===== src/rtl/compalu_sequencer.sv =====
`default_nettype none
// ============================================================================
// Module   : compalu_sequencer
// Purpose  : Buffers R-format instructions in a small FIFO and issues them one
//            at a time to the combinational CompALU. After a programmable
//            settle time it captures the ALU result, pulses a register-file
//            write to rd, and offers the result on a valid/ready handshake.
// Revision : 1.0 - initial release
// ============================================================================
module compalu_sequencer #(
   parameter int FIFO_DEPTH  = 4,
   parameter int EXEC_CYCLES = 1,
   parameter int CNT_WIDTH   = 16
) (
   input  logic                 clk,
   input  logic                 rst,
   input  logic                 in_valid,
   output logic                 in_ready,
   input  logic [31:0]          in_instr,
   output logic [31:0]          alu_instr,
   input  logic [31:0]          alu_data,
   input  logic                 alu_zero,
   input  logic                 alu_carry,
   output logic                 rf_we,
   output logic [4:0]           rf_waddr,
   output logic [31:0]          rf_wdata,
   output logic                 res_valid,
   input  logic                 res_ready,
   output logic [31:0]          res_data,
   output logic                 res_zero,
   output logic                 res_carry,
   output logic                 busy,
   output logic [CNT_WIDTH-1:0] issued_cnt
);

   localparam int c_PTR_W  = $clog2(FIFO_DEPTH);
   localparam int c_CNT_W  = c_PTR_W + 1;
   localparam int c_EXEC_W = (EXEC_CYCLES > 1) ? $clog2(EXEC_CYCLES) : 1;

   localparam logic [c_CNT_W-1:0]  c_FIFO_FULL = c_CNT_W'(FIFO_DEPTH);
   localparam logic [c_EXEC_W-1:0] c_EXEC_LOAD = c_EXEC_W'(EXEC_CYCLES - 1);

   typedef enum logic [1:0] {
      S_IDLE  = 2'd0,
      S_EXEC  = 2'd1,
      S_WAITR = 2'd2,
      S_WB    = 2'd3
   } state_t;

   state_t              r_state;
   state_t              w_state_nxt;

   logic [31:0]         r_fifo_mem [FIFO_DEPTH];
   logic [c_PTR_W-1:0]  r_wr_ptr;
   logic [c_PTR_W-1:0]  r_rd_ptr;
   logic [c_CNT_W-1:0]  r_fifo_cnt;
   logic [c_EXEC_W-1:0] r_exec_cnt;

   logic                w_push;
   logic                w_pop;
   logic                w_empty;
   logic                w_issue;
   logic                w_capture;
   logic                w_exec_dec;
   logic                w_can_capture;

   // in_ready looks only at the registered count, so a pop in the same cycle
   // never frees a slot early and there is no ready->valid combinational path.
   assign in_ready      = (r_fifo_cnt != c_FIFO_FULL);
   assign w_empty       = (r_fifo_cnt == '0);
   assign w_push        = in_valid && in_ready;
   assign w_pop         = w_issue;
   assign w_can_capture = !res_valid || res_ready;
   assign busy          = (r_state != S_IDLE) || !w_empty;

   // FIFO storage: pure data, no reset needed
   always_ff @(posedge clk) begin
      if (w_push) begin
         r_fifo_mem[r_wr_ptr] <= in_instr;
      end
   end

   // FIFO pointers and occupancy; pointers wrap naturally at the power-of-two depth
   always_ff @(posedge clk or posedge rst) begin
      if (rst) begin
         r_wr_ptr   <= '0;
         r_rd_ptr   <= '0;
         r_fifo_cnt <= '0;
      end else begin
         if (w_push) begin
            r_wr_ptr <= r_wr_ptr + c_PTR_W'(1);
         end
         if (w_pop) begin
            r_rd_ptr <= r_rd_ptr + c_PTR_W'(1);
         end
         case ({w_push, w_pop})
            2'b10:   r_fifo_cnt <= r_fifo_cnt + c_CNT_W'(1);
            2'b01:   r_fifo_cnt <= r_fifo_cnt - c_CNT_W'(1);
            default: r_fifo_cnt <= r_fifo_cnt;
         endcase
      end
   end

   // Sequencer state register
   always_ff @(posedge clk or posedge rst) begin
      if (rst) begin
         r_state <= S_IDLE;
      end else begin
         r_state <= w_state_nxt;
      end
   end

   // Next-state and issue/capture decode
   always_comb begin
      w_state_nxt = r_state;
      w_issue     = 1'b0;
      w_capture   = 1'b0;
      w_exec_dec  = 1'b0;
      case (r_state)
         S_IDLE: begin
            if (!w_empty) begin
               w_issue     = 1'b1;
               w_state_nxt = S_EXEC;
            end
         end
         S_EXEC: begin
            if (r_exec_cnt != '0) begin
               w_exec_dec = 1'b1;
            end else if (w_can_capture) begin
               w_capture   = 1'b1;
               w_state_nxt = S_WB;
            end else begin
               w_state_nxt = S_WAITR;
            end
         end
         S_WAITR: begin
            if (w_can_capture) begin
               w_capture   = 1'b1;
               w_state_nxt = S_WB;
            end
         end
         S_WB: begin
            // The RF write lands on this same edge, so the next instruction
            // loaded here always sees the updated register file.
            if (!w_empty) begin
               w_issue     = 1'b1;
               w_state_nxt = S_EXEC;
            end else begin
               w_state_nxt = S_IDLE;
            end
         end
         default: w_state_nxt = S_IDLE;
      endcase
   end

   // Issue register, settle counter, result capture and write-back pulse
   always_ff @(posedge clk or posedge rst) begin
      if (rst) begin
         alu_instr  <= '0;
         r_exec_cnt <= '0;
         rf_we      <= 1'b0;
         rf_waddr   <= '0;
         rf_wdata   <= '0;
         res_valid  <= 1'b0;
         res_data   <= '0;
         res_zero   <= 1'b0;
         res_carry  <= 1'b0;
         issued_cnt <= '0;
      end else begin
         rf_we <= 1'b0;
         if (w_issue) begin
            alu_instr  <= r_fifo_mem[r_rd_ptr];
            r_exec_cnt <= c_EXEC_LOAD;
         end else if (w_exec_dec) begin
            r_exec_cnt <= r_exec_cnt - c_EXEC_W'(1);
         end
         if (w_capture) begin
            res_valid  <= 1'b1;
            res_data   <= alu_data;
            res_zero   <= alu_zero;
            res_carry  <= alu_carry;
            rf_waddr   <= alu_instr[15:11];
            rf_wdata   <= alu_data;
            rf_we      <= (alu_instr[15:11] != 5'd0);
            issued_cnt <= issued_cnt + CNT_WIDTH'(1);
         end else if (res_valid && res_ready) begin
            res_valid <= 1'b0;
         end
      end
   end

endmodule
`default_nettype wire


===== config.mk =====
export PLATFORM = sky130hd
export DESIGN_NAME = compalu_sequencer
export DESIGN_NICKNAME = d
export VERILOG_FILES = /design/src/rtl/compalu_sequencer.sv
export SDC_FILE = /design/constraint.sdc
export NUM_CORES = 1
export LEC_CHECK = 0
export CAP_MARGIN = 20
export CORE_MARGIN = 1
export CORE_UTILIZATION = 30
export CTS_BUF_LIST = sky130_fd_sc_hd__clkbuf_4 sky130_fd_sc_hd__clkbuf_8
export CTS_CLUSTER_DIAMETER = 150
export DETAILED_ROUTE_END_ITERATION = 8
export SYNTH_ARGS = -nofsm -noshare
export SYNTH_HDL_FRONTEND = slang
export SYNTH_SLANG_ARGS = --single-unit

===== constraint.sdc =====
create_clock -name clk -period 4.4 [get_ports clk]
set_clock_uncertainty 0.05 [all_clocks]
set_input_delay 0.88 -clock clk [delete_from_list [all_inputs] [get_ports clk]]
set_output_delay 0.88 -clock clk [all_outputs]
set_load 0.05 [all_outputs]

Word level (Yosys, flattened, before mapping)
Memory sizes are Yosys's and may differ from the RTL's. A register that Yosys moved wholly into a read port is not among the register bits.
Index checks and enable logic that the tools add are counted.
Widths: inputs -> output; s select.
{ "word_totals": {"out_inout_bits": 123, "input_bits": 70, "n_memories": 1, "mem_bits_rw": 128, "register_bits": 67, "latchBits": 0, "mem_bits_ro": 0} }
{ "op_classes": {"shift": 0, "mul": 0, "n_eq_ne": 9, "div": 0, "magnitude_cmp": 0, "n_bitwise": 0, "mux": 21, "n_addsub": 6, "reduce_logical": 15} }
{ "memory_table": {"columns": ["name", "words", "width", "read_ports", "rd_clocked_by_memory_dff", "write_ports", "line", "rtl"], "rows": [
  ["r_fifo_mem", 4, 32, 1, 1, 1, "53", "logic [31:0] r_fifo_mem [FIFO_DEPTH];"]
]} }
{ "ops": {"columns": ["op", "n"], "rows": [
  ["$add 16x1->16 const B", 1],
  ["$mux 1", 15],
  ["$pmux 2 s4", 1],
  ["$reduce_bool 2->1", 4],
  ["$eq 2x2->1 const B", 3],
  ["$mux 2", 3],
  ["$ne 2x2->1 const B", 3],
  ["$pmux 3 s2", 1],
  ["$reduce_bool 5->1", 1],
  ["$add 2x1->2 const B", 2],
  ["$eq 2x1->1 const B", 2],
  ["$add 3x1->3 const B", 1],
  ["$logic_not 3->1", 1],
  ["$ne 3x3->1 const B", 1],
  ["$reduce_and 3->1", 1],
  ["$sub 3x1->3 const B", 1],
  ["$logic_and 1x1->1", 2],
  ["$logic_not 1->1", 2],
  ["$logic_not 2->1", 1],
  ["$logic_or 1x1->1", 2],
  ["$pmux 1 s2", 1],
  ["$reduce_or 2->1", 1],
  ["$sub 1x1->1 const B", 1]
]} }

Longest topological paths before layout
Gate-level depths: netlist of the first run.
{ "logic_depth": {"depth_word": 6, "mapped_depth": 10, "depth_no_buf": 10} }

Worst setup path after synthesis of the first run
OpenSTA, ideal clock, no wires.
{ "synth_path": {"kind": "reg2reg", "startpoint": "reg r_fifo_cnt[0]", "endpoint": "reg r_fifo_cnt[2]", "synth_period_minus_slack_ns": 2.471, "arrival_ns": 2.341, "stages_incl_launch_ff": 11, "path_slack_ns": 1.929, "path_cell_list": "dfrtp_1 > inv_1 > nand3_1 > and2_1 > inv_1 > ha_1 > inv_1 > fa_1 > xor2_1 > nor2_1 > xor2_1"} }
{ "synth_via": {"word_cells_on_any_way": 11} }
{ "synth_rtl": {"columns": ["element", "line", "rtl"], "rows": [
  ["from (decl)", "56", "logic [c_CNT_W-1:0] r_fifo_cnt;"],
  ["from (signal assigned)", "97", "2'b10: r_fifo_cnt <= r_fifo_cnt + c_CNT_W'(1);"],
  ["from (signal assigned)", "98", "2'b01: r_fifo_cnt <= r_fifo_cnt - c_CNT_W'(1);"],
  ["from (signal assigned)", "99", "default: r_fifo_cnt <= r_fifo_cnt;"],
  ["$ne 3x3->1 (*)", "69", "assign in_ready = (r_fifo_cnt != c_FIFO_FULL);"],
  ["via in_ready", "18", "output logic in_ready,"],
  ["$logic_and 1x1->1 (*)", "71", "assign w_push = in_valid && in_ready;"],
  ["$eq 2x1->1 / $eq 2x2->1 (equally long branches)", "96", "case ({w_push, w_pop})"],
  ["$pmux 3 s2 / $reduce_bool 2->1 (equally long branches)", null, null]
]} }
Mark *: on every way through the listed nets, which the timed path passes. The rest lies on a longest branch.
A chain may end at the register's enable or synchronous reset.

Final worst setup path of the first run
{ "layout_path": {"startpoint": "reg r_fifo_cnt[0]", "endpoint": "out busy"} }
{ "layout_via": {"elab_chain_len": 3} }
{ "layout_rtl": {"columns": ["element", "line", "rtl"], "rows": [
  ["$logic_not 3->1", "70", "assign w_empty = (r_fifo_cnt == '0);"],
  ["$logic_not 1->1", null, null],
  ["$logic_or 1x1->1", "74", "assign busy = (r_state != S_IDLE) || !w_empty;"],
  ["to (decl)", "32", "output logic busy,"]
]} }
No other way between the ends.

==> flow_summary_export.csv, run 1 <==
group,metric,value,unit
floorplanning,die_x,175.0,um
route,met2_length,9316,um
floorplanning,ios,193,
worst_setup_path,rr_worst_depth,3,
worst_setup_path,path_cells,"nor3_1 -> nand2_1 -> clkdlybuf4s50_1",
hold_path,hold_depth,1,
route,drc,0,
clock_network,clk_latency,0.54,ns
timing,period_needed,3.220,ns
grt,grt_pass1_wl,31020,um
route,met1_length,8682,um
floorplanning,core_area,0.02909,mm2
logic_synthesis,synth_common_cells,"128 x edfxtp_1, 128 x nand2_1, 99 x dfrtp_1, 34 x buf_4, 32 x mux2_2",
final_layout,fin_area,0.01192,mm2
placed_design,gp_congestion,0.7573,
route,drt-total-wl,19950,um
logic_synthesis,seq_area_frac_synth,70.38,%
logic_synthesis,ys_async_sr_fraction,43.61,%
worst_setup_path,critPathRequiredTime,3.47,ns
worst_setup_path,worst_setup_path_end_kind,"output pin",
timing,setup_viol,0,
final_layout,syn_to_final_growth,32.77,%
worst_setup_path,crit_path_start_kind,"register",
power_and_ir_drop,leakage,4.661,nW
worst_setup_path,crit_fanout,3,
worst_setup_path,ff2ff_setup_slack,2.06,ns
job,cap_violations,0,
clock_network,cts_resized,0,
grt,grt_overflow,0,
placed_design,port_buffers,192,
logic_synthesis,ys_top_cells_by_area,"edfxtp_1 43%, dfrtp_1 28%, mux4_2 7.0%, nand2_1 5.3%, mux2_2 4.0%",
logic_synthesis,postSynthCellCount,564,
timing,tightest_slew,1.025,ns
grt,grt_max_degree,60,
logic_synthesis,synth_edf_count,128,
worst_setup_path,crit_path_max_incr_delay,0.75,ns
hold_path,hold-path-endpoint,"issued_cnt[15]$_DFFE_PP0P_",
timing,max_freq,0.3105,GHz
route,wl_per_cell,17.07,um
final_layout,final_core_util,40.99,%
logic_synthesis,synth-seq-cells,227,
clock_network,clock_sinks,227,
run_status,status,"complete, no violations",
logic_synthesis,synth_ff_type,"edfxtp_1",
timing,fin_ws,1.180,ns
logic_synthesis,yosysUniqueCellTypes,38,
route,ant_nets,0,
route,vias,5172,
route,dr_wl_met3,1550,um
worst_setup_path,crit_type,"register to output pin",
final_layout,layout.cells.non_filler,1169,
timing,finalHoldViolations,0,
route,highest_layer,"met4",
timing,slew_violations,0,
timing,rsz0062_at_grt,"no",
power_and_ir_drop,p_per_area,871.1,mW/mm2
floorplanning,dieArea,0.03063,mm2
grt,antenna_found_initial,2,
clock_network,cts_max_level,2,
grt,first_global_vias,5409,
route,firstDrtPassIters,4,
hold_path,holdCritPathClass,"register to register",
placed_design,placed_cells_incl_taps,1094,
logic_synthesis,synth_top_area_cell,"edfxtp_1",
route,via_per_inst,4.424,
logic_synthesis,synth.top_cell.area_share,42.80,%
worst_setup_path,cpMaxStageDelayCell,"clkdlybuf4s50_1",
timing,slew_headroom,31.67,%
placed_design,post_dp_cell_area,0.01108,mm2
clock_network,cts_buffers,41,
logic_synthesis,avgSynthCellArea,15.92,um2
clock_network,cts_tree,"yes",
floorplanning,start_util,30.87,%
clock_network,ctsRootBufferMaster,"clkbuf_8",
logic_synthesis,syn-cell-area,0.008981,mm2
final_layout,drive_gt1_share,19.26,%
floorplanning,die_h,175.0,um
logic_synthesis,yosysWarnings,0,
worst_setup_path,crit_arrival,2.29,ns
worst_setup_path,path_delay_family,"buffers and inverters",
grt,grtUsageTotal,13.25,%
worst_setup_path,rr_startpoint,"r_rd_ptr[0]$_DFFE_PP0P_",
placed_design,pre_cts_ws,1.607,ns
hold_path,min_from,"issued_cnt[15]$_DFFE_PP0P_",
route,drt_iter0_drc,309,
clock_network,cts_hold_buf,0,
timing,tns,0,ns
placed_design,dpl.hpwl,12260,um
clock_network,post_cts_buffers,0,
worst_setup_path,rr_endpoint,"alu_instr[13]$_DFFE_PP0P_",
worst_setup_path,path_buf_inv,1,
clock_network,clk_pin_slew,0.06,ns
power_and_ir_drop,ir_drop,0.4661,mV
clock_network,clockBufferDepth,3,
final_layout,nets,834,
timing,period_share,73.19,%
logic_synthesis,synth_nets,645,
floorplanning,num_rows,62,
==> registers in the layout (all words and copies together) (netlist names) <==
signal,cells
res_valid,1
res_carry,1
r_fifo_mem,128
r_fifo_cnt,3
alu_instr,32
r_rd_ptr,2
res_data,32
rf_waddr,5
res_zero,1
r_exec_cnt,1
issued_cnt,16
r_state,2
r_wr_ptr,2
rf_we,1
==> placed cells by master, fill, tap and decap left out, types with 7 or more instances in the layout <==
master / netlist / layout
edfxtp_1: 128 / 128
dfrtp_1: 99 / 97
nand2_1: 128 / 128
ha_1: 10 / 10
mux4_2: 28 / 28
clkdlybuf4s50_1: 0 / 192
inv_1: 11 / 10
buf_4: 34 / 7
nor2_1: 7 / 7
clkbuf_4: 0 / 17
xnor2_1: 9 / 9
xor2_1: 12 / 12
mux2_2: 32 / 32
clkbuf_8: 0 / 48
==> kinds of logic (layout without fill, tap and decap cells) <==
| family | Yosys count | count (layout) | share of synthesized area [%] |
|---|---|---|---|
| flip-flops | 227 | 227 | 70.38 |
| AO/OA/AOI/OAI | 8 | 8 | 0.8079 |
| AND/OR/NAND/NOR | 166 | 166 | 7.802 |
| XOR/XNOR | 21 | 21 | 2.048 |
| other | 0 | 1 | 0 |
| multiplexers | 67 | 67 | 12.65 |
| buffers and inverters | 64 | 284 | 4.695 |
| adder cells (fa/ha/maj) | 11 | 11 | 1.616 |
==> layout make-up <==
class / count / area (um2)
Fill cell: 2689 / 17170
Timing Repair Buffer: 199 / 1974
Inverter: 11 / 43.79
Tap cell: 384 / 480.5
Multi-Input combinational cell: 273 / 2257
Clock buffer: 65 / 788.3
Antenna cell: 1 / 2.502
Sequential cell: 227 / 6324
Clock inverter: 9 / 53.80
==> where the power goes <==
group | total, W | leakage, nW | switching [W] | internal [W]
clock | 0.00200 | 0.450 | 0.000858 | 0.00114
combinational | 0.00492 | 1.83 | 0.00306 | 0.00185
sequential | 0.00347 | 2.38 | 0.000508 | 0.00296
total | 0.0104 | 4.66 | 0.00443 | 0.00596
==> layer usage <==
| metal | GRT usage [%] | up-vias |
|---|---|---|
| met5 | 0 | - |
| li1 | - | 2374 |
| met1 | 16.51 | 2555 |
| met3 | 4.134 | 43 |
| met4 | 4.493 | 0 |
| met2 | 21.74 | 200 |
==> through the flow <==
step           power (W)  hold WS [ns]
2_1_floorplan   0.007099        0.4143
3_3_place_gp    0.008469        0.4082
3_5_place_dp    0.008522        0.4110
4_1_cts          0.01057        0.4187
5_1_grt          0.01099        0.4442
6_report         0.01039        0.4189
==> worst max-delay path by stage <==
| stage | depth (start not counted) | endpoint | from |
|---|---|---|---|
| 2_1_floorplan | 1 | alu_instr[0]$_DFFE_PP0P_ | rst |
| 3_3_place_gp | 2 | r_fifo_mem[1][9]$_DFFE_PP_ | in_valid |
| 3_5_place_dp | 9 | r_fifo_cnt[2]$_DFFE_PP0P_ | in_valid |
| 4_1_cts | 3 | busy | r_fifo_cnt[0]$_DFFE_PP0P_ |
| 5_1_grt | 3 | busy | r_fifo_cnt[0]$_DFFE_PP0P_ |
| 6_report | 3 | busy | r_fifo_cnt[0]$_DFFE_PP0P_ |
(Power assumes the default switching activity.)
==> run 2, diff against run 1 <==
- clock period: 4.4 -> 3.3 ns (I/O delays scaled with it)
==> run 2 against run 1 <==
Non-clock buffer count rose by 6. Final cell count barely moved. Critical path depth did not move. Design area barely moved. Die area did not move. Global-route usage barely moved. Critical path type unchanged. Largest power group unchanged.
==> flow_summary_export.csv, run 2 (same netlist as run 1, synthesis figures left out) <==
group,metric,value,unit
final_layout,reg.largest.list,"r_fifo_mem x128, alu_instr x32, res_data x32",
timing,tns,0,ns
clock_network,clk_pin_slew,0.06,ns
clock_network,clk_latency,0.52,ns
worst_setup_path,path_delay_family,"buffers and inverters",
worst_setup_path,crit_path_max_incr_delay,0.74,ns
job,cap_violations,0,
final_layout,fin_area,0.01191,mm2
timing,rsz0062_at_grt,"no",
timing,max_freq,0.3398,GHz
grt,grtUsageTotal,13.29,%
route,firstDrtPassIters,4,
clock_network,cts_resized,0,
worst_setup_path,critPathRequiredTime,2.59,ns
placed_design,placed_cells_incl_taps,1100,
floorplanning,ios,193,
route,ant_nets,0,
clock_network,cts_hold_buf,0,
floorplanning,dieArea,0.03063,mm2
power_and_ir_drop,p_per_area,1153,mW/mm2
power_and_ir_drop,pwr-share-clk,18.1,%
clock_network,clockBufferDepth,3,
clock_network,post_cts_buffers,0,
floorplanning,die_x,175.0,um
final_layout,drive_gt1_share,19.26,%
final_layout,antennaDiodeCount,0,
final_layout,top_register,"r_fifo_mem",
power_and_ir_drop,swShare,42.74,%
worst_setup_path,path_cells,"nor3_1 -> nand2_1 -> clkdlybuf4s50_1",
route,drt_iter0_drc,356,
grt,grt_overflow,0,
power_and_ir_drop,p_seq_share,33.0,%
final_layout,seq_area,0.006324,mm2
worst_setup_path,crit_type,"register to output pin",
clock_network,ctsRootBufferMaster,"clkbuf_8",
timing,period_needed,2.943,ns
final_layout,largest_register_ffs,128,
final_layout,mostFrequentLayoutCells,"192 x clkdlybuf4s50_1, 128 x nand2_1, 128 x edfxtp_1",
grt,first_global_vias,5483,
hold_path,holdCritPathClass,"input port to asynchronous set/reset pin",
power_and_ir_drop,power_frac_comb,48.9,%
timing,slew_violations,0,
timing,setup_viol,0,
route,drt-total-wl,19810,um
final_layout,final_core_util,40.95,%
floorplanning,num_rows,62,
floorplanning,die_h,175.0,um
clock_network,cts_max_level,2,
final_layout,layout_commonest_cell,"clkdlybuf4s50_1",
worst_setup_path,cpMaxStageDelayCell,"clkdlybuf4s50_1",
run_status,status,"complete, no violations",
route,drc,0,
clock_network,cts_tree,"yes",
timing,finalHoldViolations,0,
placed_design,gp_congestion,0.7528,
power_and_ir_drop,power_switching,0.005869,W
power_and_ir_drop,ir_drop,0.5383,mV
power_and_ir_drop,p_int,0.007863,W
placed_design,port_buffers,192,
final_layout,multiInputGateArea,0.002257,mm2
clock_network,clock_sinks,227,
timing,period_share,89.18,%
final_layout,nets,838,
placed_design,post_dp_cell_area,0.01115,mm2
grt,antenna_found_initial,0,
timing,slew_headroom,32.56,%
worst_setup_path,crit_arrival,2.23,ns
final_layout,layout.cells.non_filler,1168,
worst_setup_path,crit_fanout,3,
route,wl_per_cell,16.96,um
floorplanning,start_util,30.87,%
floorplanning,core_area,0.02909,mm2
clock_network,cts_buffers,39,
grt,grt_max_degree,71,
worst_setup_path,path_buf_inv,1,
power_and_ir_drop,leakage,4.656,nW
grt,grt_pass1_wl,31240,um
worst_setup_path,worst_setup_path_end_kind,"output pin",
placed_design,dpl.hpwl,12550,um
worst_setup_path,crit_path_start_kind,"register",
final_layout,fillers,2719,
timing,tightest_slew,1.007,ns
route,via_per_inst,4.415,
final_layout,syn_to_final_growth,32.66,%
route,vias,5157,
[run 2: metal layers]
layer | vias up | global-route usage (%) | routed length, um
met5 | - | 0 | 0
met4 | 0 | 4.167 | 372
met3 | 35 | 3.808 | 1474
met2 | 205 | 22.52 | 9628
met1 | 2534 | 16.31 | 8335
li1 | 2383 | - | -
[run 2: path summary, 6_finish.rpt]
kind | startpoint | end | slack [ns] | cells after the start
min | rst | alu_instr[25]$_DFFE_PP0P_ | 0.36 | 2
min reg2reg | res_zero$_DFFE_PP0P_ | res_zero$_DFFE_PP0P_ | 0.42 | 2
max reg2reg | r_state[1]$_DFFE_PP0P_ | res_data[24]$_DFFE_PP0P_ | 0.99 | 7
max | r_fifo_cnt[0]$_DFFE_PP0P_ | busy | 0.36 | 3
min in group clk | res_zero$_DFFE_PP0P_ | res_zero$_DFFE_PP0P_ | 0.42 | 2
max in group asynchronous | rst | r_rd_ptr[1]$_DFFE_PP0P_ | 2.19 | 3
[run 2: power by group through the flow]
| stage | clock (W) | sequential (W) | combinational (W) |
|---|---|---|---|
| finish | 0.00248 | 0.00454 | 0.00671 |
| global route | 0.00274 | 0.00467 | 0.00717 |
| CTS | 0.00260 | 0.00457 | 0.00683 |
| detailed placement | 0 | 0.00461 | 0.00681 |
| global placement | 0 | 0.00459 | 0.00674 |
| floorplan | 0 | 0.00602 | 0.00345 |
[run 2: cell type report]
| class | count | area share (%) |
|---|---|---|
| Multi-Input combinational cell | 273 | 18.95 |
| Sequential cell | 227 | 53.08 |
| Clock buffer | 62 | 6.112 |
| Inverter | 11 | 0.3781 |
| Clock inverter | 6 | 0.2941 |
| Timing Repair Buffer | 205 | 17.16 |
| Tap cell | 384 | 4.033 |
[run 2: stage by stage]
step           setup WS [ns]  hold WS [ns]  total power [W]
6_report              0.3572        0.3615          0.01373
5_1_grt               0.2178        0.3313          0.01457
4_1_cts               0.2786        0.3296          0.01400
3_5_place_dp          0.7087        0.4123          0.01142
3_3_place_gp          0.7160        0.4078          0.01133
2_1_floorplan         0.8294        0.4143         0.009465
